==> config.mk <==
export PLATFORM = sky130hd
export DESIGN_NAME = game_timer
export DESIGN_NICKNAME = d
export VERILOG_FILES = /design/src/rtl/game_timer.sv
export SDC_FILE = /design/constraint.sdc
export NUM_CORES = 1
export LEC_CHECK = 0
export CAP_MARGIN = 10
export CORE_AREA = 2 2 45 88
export DETAILED_ROUTE_END_ITERATION = 7
export DIE_AREA = 0 0 47 90
export PLACE_DENSITY = 0.64
export SKIP_CTS_REPAIR_TIMING = 1
export SYNTH_ARGS = -nofsm -noshare
export SYNTH_HDL_FRONTEND = slang
export SYNTH_SLANG_ARGS = --single-unit
==> constraint.sdc <==
create_clock -name clk -period 2.6 [get_ports clk]
set_input_delay 0.78 -clock clk [delete_from_list [all_inputs] [get_ports clk]]
set_output_delay 0.78 -clock clk [all_outputs]
set_load 0.02 [all_outputs]
==> src/rtl/game_timer.sv <==
// game_timer: 3-digit BCD level countdown for the game core.
// tick_src rising edges are prescaled into game-time units. Each unit moves the
// count down by one until it reaches 000. One-cycle pulses mark the hurry
// threshold and time-up.
module game_timer #(
    parameter int INIT_HUND  = 4,
    parameter int INIT_TENS  = 0,
    parameter int INIT_ONES  = 0,
    parameter int TICK_DIV   = 24,
    parameter int HURRY_HUND = 1
) (
    input  logic       clk,
    input  logic       rst,
    input  logic       tick_src,
    input  logic       start,
    input  logic       pause,
    input  logic       load,
    output logic [3:0] bcd_hund,
    output logic [3:0] bcd_tens,
    output logic [3:0] bcd_ones,
    output logic       running,
    output logic       hurry,
    output logic       time_up,
    output logic       expired
);

    localparam int PW = (TICK_DIV > 1) ? $clog2(TICK_DIV) : 1;
    localparam logic [PW-1:0] PRE_MAX = PW'(TICK_DIV - 1);
    localparam logic [PW-1:0] PRE_ONE = PW'(1);
    localparam int INIT_VAL = INIT_HUND * 100 + INIT_TENS * 10 + INIT_ONES;
    localparam bit INIT_ZERO = (INIT_VAL == 0);
    // A level that starts at or below the threshold never announces hurry.
    localparam bit HURRY_EN = (INIT_VAL > HURRY_HUND * 100);
    localparam logic [3:0] INIT_H  = 4'(INIT_HUND);
    localparam logic [3:0] INIT_T  = 4'(INIT_TENS);
    localparam logic [3:0] INIT_O  = 4'(INIT_ONES);
    localparam logic [3:0] HURRY_H = 4'(HURRY_HUND);

    typedef enum logic [1:0] {
        ST_IDLE    = 2'd0,
        ST_RUN     = 2'd1,
        ST_PAUSE   = 2'd2,
        ST_EXPIRED = 2'd3
    } state_t;

    state_t        state_q, state_d;
    logic          src_q, src_d;
    logic [PW-1:0] pre_q, pre_d;
    logic [3:0]    hund_q, hund_d;
    logic [3:0]    tens_q, tens_d;
    logic [3:0]    ones_q, ones_d;
    logic          hurry_q, hurry_d;
    logic          time_up_q, time_up_d;
    logic          running_q, running_d;
    logic          expired_q, expired_d;

    logic       rise;
    logic       is_zero;
    logic       at_hurry;
    logic       borrow_tens;
    logic       borrow_hund;
    logic [3:0] dec_hund, dec_tens, dec_ones;
    logic       dec_zero;

    // Edge detect and BCD borrow chain for the current count.
    always_comb begin
        rise        = tick_src & ~src_q;
        is_zero     = (hund_q == 4'd0) && (tens_q == 4'd0) && (ones_q == 4'd0);
        at_hurry    = (hund_q == HURRY_H) && (tens_q == 4'd0) && (ones_q == 4'd0);
        borrow_tens = (ones_q == 4'd0);
        borrow_hund = borrow_tens && (tens_q == 4'd0);
        dec_ones    = borrow_tens ? 4'd9 : (ones_q - 4'd1);
        dec_tens    = borrow_tens ? ((tens_q == 4'd0) ? 4'd9 : (tens_q - 4'd1)) : tens_q;
        dec_hund    = borrow_hund ? (hund_q - 4'd1) : hund_q;
        dec_zero    = (dec_hund == 4'd0) && (dec_tens == 4'd0) && (dec_ones == 4'd0);
    end

    // Next-state logic; priority per cycle is load > pause > step > start.
    always_comb begin
        state_d   = state_q;
        src_d     = tick_src;
        pre_d     = pre_q;
        hund_d    = hund_q;
        tens_d    = tens_q;
        ones_d    = ones_q;
        hurry_d   = 1'b0;
        time_up_d = 1'b0;

        if (load) begin
            state_d = ST_IDLE;
            pre_d   = '0;
            hund_d  = INIT_H;
            tens_d  = INIT_T;
            ones_d  = INIT_O;
        end else begin
            case (state_q)
                ST_IDLE: begin
                    if (start) begin
                        pre_d = '0;
                        if (INIT_ZERO) begin
                            state_d   = ST_EXPIRED;
                            time_up_d = 1'b1;
                        end else if (pause) begin
                            state_d = ST_PAUSE;
                        end else begin
                            state_d = ST_RUN;
                        end
                    end
                end
                ST_RUN: begin
                    // A pause on the same cycle as a rise swallows it entirely so
                    // the prescaler phase is unchanged when the pause is released.
                    if (pause) begin
                        state_d = ST_PAUSE;
                    end else if (rise) begin
                        if (pre_q == PRE_MAX) begin
                            pre_d = '0;
                            if (!is_zero) begin
                                hund_d  = dec_hund;
                                tens_d  = dec_tens;
                                ones_d  = dec_ones;
                                hurry_d = HURRY_EN && at_hurry;
                                if (dec_zero) begin
                                    state_d   = ST_EXPIRED;
                                    time_up_d = 1'b1;
                                end
                            end
                        end else begin
                            pre_d = pre_q + PRE_ONE;
                        end
                    end
                end
                ST_PAUSE: begin
                    if (!pause) begin
                        state_d = ST_RUN;
                    end
                end
                default: begin
                    // EXPIRED holds 000 until a load.
                end
            endcase
        end

        running_d = (state_d == ST_RUN);
        expired_d = (state_d == ST_EXPIRED);
    end

    // State and output registers; reset returns everything to the reload value.
    always_ff @(posedge clk or negedge rst) begin
        if (!rst) begin
            state_q   <= ST_IDLE;
            src_q     <= 1'b0;
            pre_q     <= '0;
            hund_q    <= INIT_H;
            tens_q    <= INIT_T;
            ones_q    <= INIT_O;
            hurry_q   <= 1'b0;
            time_up_q <= 1'b0;
            running_q <= 1'b0;
            expired_q <= INIT_ZERO ? 1'b0 : 1'b0;
        end else begin
            state_q   <= state_d;
            src_q     <= src_d;
            pre_q     <= pre_d;
            hund_q    <= hund_d;
            tens_q    <= tens_d;
            ones_q    <= ones_d;
            hurry_q   <= hurry_d;
            time_up_q <= time_up_d;
            running_q <= running_d;
            expired_q <= expired_d;
        end
    end

    assign bcd_hund = hund_q;
    assign bcd_tens = tens_q;
    assign bcd_ones = ones_q;
    assign running  = running_q;
    assign hurry    = hurry_q;
    assign time_up  = time_up_q;
    assign expired  = expired_q;

endmodule

---- After elaboration in Yosys (flattened, before gate mapping) ----
Cells that the tools add are included.
W data, S select, Z words.
word-level totals
  register bits ........................... 24
  bits in latches ......................... 0
  bits in writable memories ............... 0
  memory bits (read-only) ................. 0
  bits of input ports ..................... 6
  output and inout bits ................... 16
  word-level logic and storage cells ...... 98
  memories kept ........................... 0
cells by class
  add/sub/neg operators ................... 4
  multipliers ............................. 0
  div/mod/pow operators ................... 0
  magnitude comparators ................... 0
  eq/ne operators ......................... 11
  shift operators ......................... 0
  muxes and demuxes ....................... 51
  bitwise operators ....................... 2
  reduce and logical (&&, ||, !) cells .... 20
operators by type and width
  kind                   number
  $mux W4                22
  $mux W5                5
  $logic_not A4 Y1       6
  $mux W2                9
  $mux W1                13
  $sub A4 B1 Y4 const B  3
  $pmux W5 S2            1
  $ne A3 B3 Y1 const B   3
  $logic_and A1 B1 Y1    7
  $pmux W2 S3            1
  $reduce_bool A2 Y1     3
  $add A5 B1 Y5 const B  1
  $eq A5 B5 Y1 const B   1
  $reduce_and A5 Y1      1
  $eq A2 B1 Y1 const B   2
  $eq A2 B2 Y1 const B   2
  $eq A4 B1 Y1 const B   1
  $reduce_and A4 Y1      1
  $reduce_bool A3 Y1     1
  $logic_not A2 Y1       1
  $ne A2 B1 Y1 const B   1
  $ne A2 B2 Y1 const B   1
  $and A1 B1 Y1          1
  $not A1 Y1             1

---- Logic depth before layout (Yosys ltp) ----
  word-level depth ........................ 14
  depth in mapped cells ................... 7
  mapped depth without buffers ............ 7

---- Worst setup path after synthesis ----
OpenSTA, ideal clock, no wires.
  path kind ............................... input -> register
  start ................................... input port tick_src
  end ..................................... register hund_q[2] (netlist: bcd_hund[2])
  library setup time ...................... 0.088 ns
  arrival time ............................ 1.935 ns
  data required time ...................... 2.512 ns
  setup slack ............................. 0.577 ns
  stages .................................. 5
  buffers on the path ..................... 0
  cell sequence ........................... nor2b_1 > nand4_4 > nor4b_4 > a21boi_1 > or3_1
on the way
  word-level cells in the longest chain between the ends .. 3
RTL lines
  element                       line  source
  start: declaration            14    input logic tick_src,
  $and A1 B1 Y1                 67    rise = tick_src & ~src_q;
  $reduce_bool A2 Y1 (no line)  --
  $reduce_and A5 Y1 (no line)   --
  end signal: assignment        165   hund_q <= hund_d;
  end: declaration              49    logic [3:0] hund_q, hund_d;
Every way passes these cells.
A chain may end at the register's enable or synchronous reset.

---- Final worst setup path ----
  start ................................... input port tick_src
  end ..................................... register hund_q[1] (netlist: bcd_hund[1])
Same word-level chain as after synthesis.

==> run summary <==
Post-route cell area: 0.00172 mm2
Critical R2R Launch: bcd_hund[0]
R2R Setup Slk: 540 ps
Worst vdd ir: 335 uV
Post-DP HPWL: 2430 um
Max_cap viols: 0
Fin Setup TNS: 0 ps
Worst reg2reg path depth: 8
Total leakage power: 0.698 nW
DRC violations left: 0
Sequential area share after synthesis: 44.6%
Critical path arrival: 2500 ps
Crit path max fanout: 6
Cell Area, Placed: 0.00165 mm2
Top FF cell, synth: dfrtp_1
Status: finished, final reports clean
Reg area: 602 um2
Placer congestion estimate: 0.839
Overall power: 0.767 mW
Vias in the first global route: 1222
Antenna cells: 0
Post-Syn Instances: 140
FF-to-FF End: bcd_hund[1]
Minimum clock period: 2320 ps
Hold path depth: 2
CP startpoint kind: input pin
Final Util: 48.2%
Starting Density: 37.8%
Fill cells: 331
Ratio of cells with drive above 1 in the final layout: 11.3%
Hold slack: 521 ps
Die W: 47 um
Core Rows: 31
Crit-path cells: clkdlybuf4s50_1 > nor2b_1 > nand4_4 > nor4b_4 > buf_4 > nor2_1 > a211oi_1
Clock edge transition at the registers on the reported setup and hold paths: 90 ps
Max Slew Vio Count: 0
Area Growth Syn to Fin: 27.3%
Initial antenna violation count: 0
Worst-margin pin slew: 452 ps
CTS tree: yes
Final Routed Wirelength: 3180 um
Post-Syn Nets: 150
Vias per cell: 5.38
Worst skew pair latency: 270 ps
EDFF count, synth: 0
Yosys Warn Count: 0
CORE AREA: 0.00357 mm2
Drt wl/cell: 14.7 um
Seq cells post-synth: 24
DRT Pass-1 Iters: 4
Die height: 90 um
First-pass GRT wire length: 5350 um
RSZ-0062 raised after global routing: no
I/O Buffers: 21
CP endpoint kind: register
Top-count cell post-synth: dfrtp_1
CTS Buf Count: 3
DR iter-0 viols: 25
Pwr dens: 446 mW/mm2
Final Cycle Share: 89.4%
Via count: 1168
I/O pins: 22
GRT overflow: 0
TritonCTS Sinks: 24
Cell Area, Synth: 0.00135 mm2
Top cells by area, synth: dfrtp_1 (43%), nor2_1 (6.1%), ha_1 (3.7%)
Critical path's slowest cell: clkdlybuf4s50_1
Critical Path Source: tick_src
Clock Path Buffers: 2
Top-area cell type share of the netlist area: 42.6%
H-tree Lvls: 1
CP Class: in2reg
Setup crit end: bcd_hund[1]
Required @ worst endpoint: 2780 ps
Syn Area/Cell: 9.64 um2
CP peak stage delay: 470 ps
Clock root buffer: clkbuf_8
Area of the die: 0.00423 mm2
Area leader, netlist: dfrtp_1
Most frequent cells after synthesis: dfrtp_1 (23), nor2_1 (22), nand2_1 (10), a21oi_1 (9)
Final hold vios: 0
Nets: 179
Fmax: 430 MHz
Min-delay worst type: reg2reg
Final setup vio count: 0
Area of the multi-input gates: 711 um2
Ys async rst share: 100%
Slew margin rel.: 69.8%
Largest net degree at the start of global routing: 25
Synth cell types: 43
Final antenna-violating net count: 0
Clock skew: 3.71 ps
Global Route Usage Sum: 16.9%
worst min-delay path by stage:
| stage | start | endpoint |
|---|---|---|
| finish | pre_q[4] | pre_q[4] |
| global route | pre_q[0] | pre_q[0] |
| CTS | pre_q[0] | pre_q[0] |
| detailed placement | pre_q[4] | pre_q[4] |
| global placement | pre_q[4] | pre_q[4] |
| floorplan | pre_q[4] | pre_q[4] |
cells by family after synthesis:
kind of cell               after synthesis  share of synthesized area, %
DFF                                     24                          44.6
buffers and inverters                    8                          2.78
AOI/OAI and AO/OA                       28                          12.9
xor gates and xnor gates                 4                          2.60
adders and majority gates                4                          3.71
muxes                                    1                         0.741
and+or+nand+nor                         71                          32.7
where the power goes:
part	internal [mW]	leakage (nW)	switching [mW]	total, mW
combinational	0.0200	0.334	0.0293	0.0494
clock	0.206	0.0357	0.130	0.336
sequential	0.377	0.328	0.00460	0.381
metrics by stage:
stage / instances / setup slack (ps)
after global routing: 217 / 201
after CTS: 217 / 271
final: 217 / 276
after detailed placement: 213 / -13.5
after global placement: 213 / 75.2
after floorplan: 140 / 577
state kept, by name, indices dropped and copies added (netlist names):
signal and flops:
pre_q 5, bcd_hund 4, bcd_ones 4, bcd_tens 4
state_q 2, expired 1, hurry 1, running 1
src_q 1, time_up 1
final cells by class:
class / count / share of cell area, %
Clock inverter: 1 / 1.75
Timing Repair Buffer: 27 / 14.8
Multi-Input combinational cell: 108 / 41.3
Sequential cell: 24 / 35.0
Inverter: 5 / 1.09
Tap cell: 49 / 3.57
Clock buffer: 3 / 2.40
cell usage in the layout, fill, tap and decap left out, types with 4 or more instances in the layout:
cell              n
inv_1             5
nor2_1           22
clkdlybuf4s50_1  21
nand4_1           5
o31ai_1           4
o21ai_0           5
nor2b_1           4
ha_1              4
a21oi_1           9
dfrtp_1          23
buf_4             6
nand2_1          10
per-layer routing:
layer	part of all wire [%]	wire length, um	vias up	track usage (%)
li1	-	-	561	-
met1	39	1230	581	18.7
met2	57	1810	20	28.4
met3	2.1	66	6	2.41
met4	2.4	78	0	9.49
met5	0	0	-	0
critical path: cells and delay by family:
family / cells / cell delay [ps]
and+or+nand+nor: 4 / 840
buffers and inverters: 2 / 650
AOI/OAI and AO/OA: 1 / 230
Power figures use the tool's default switching activity.
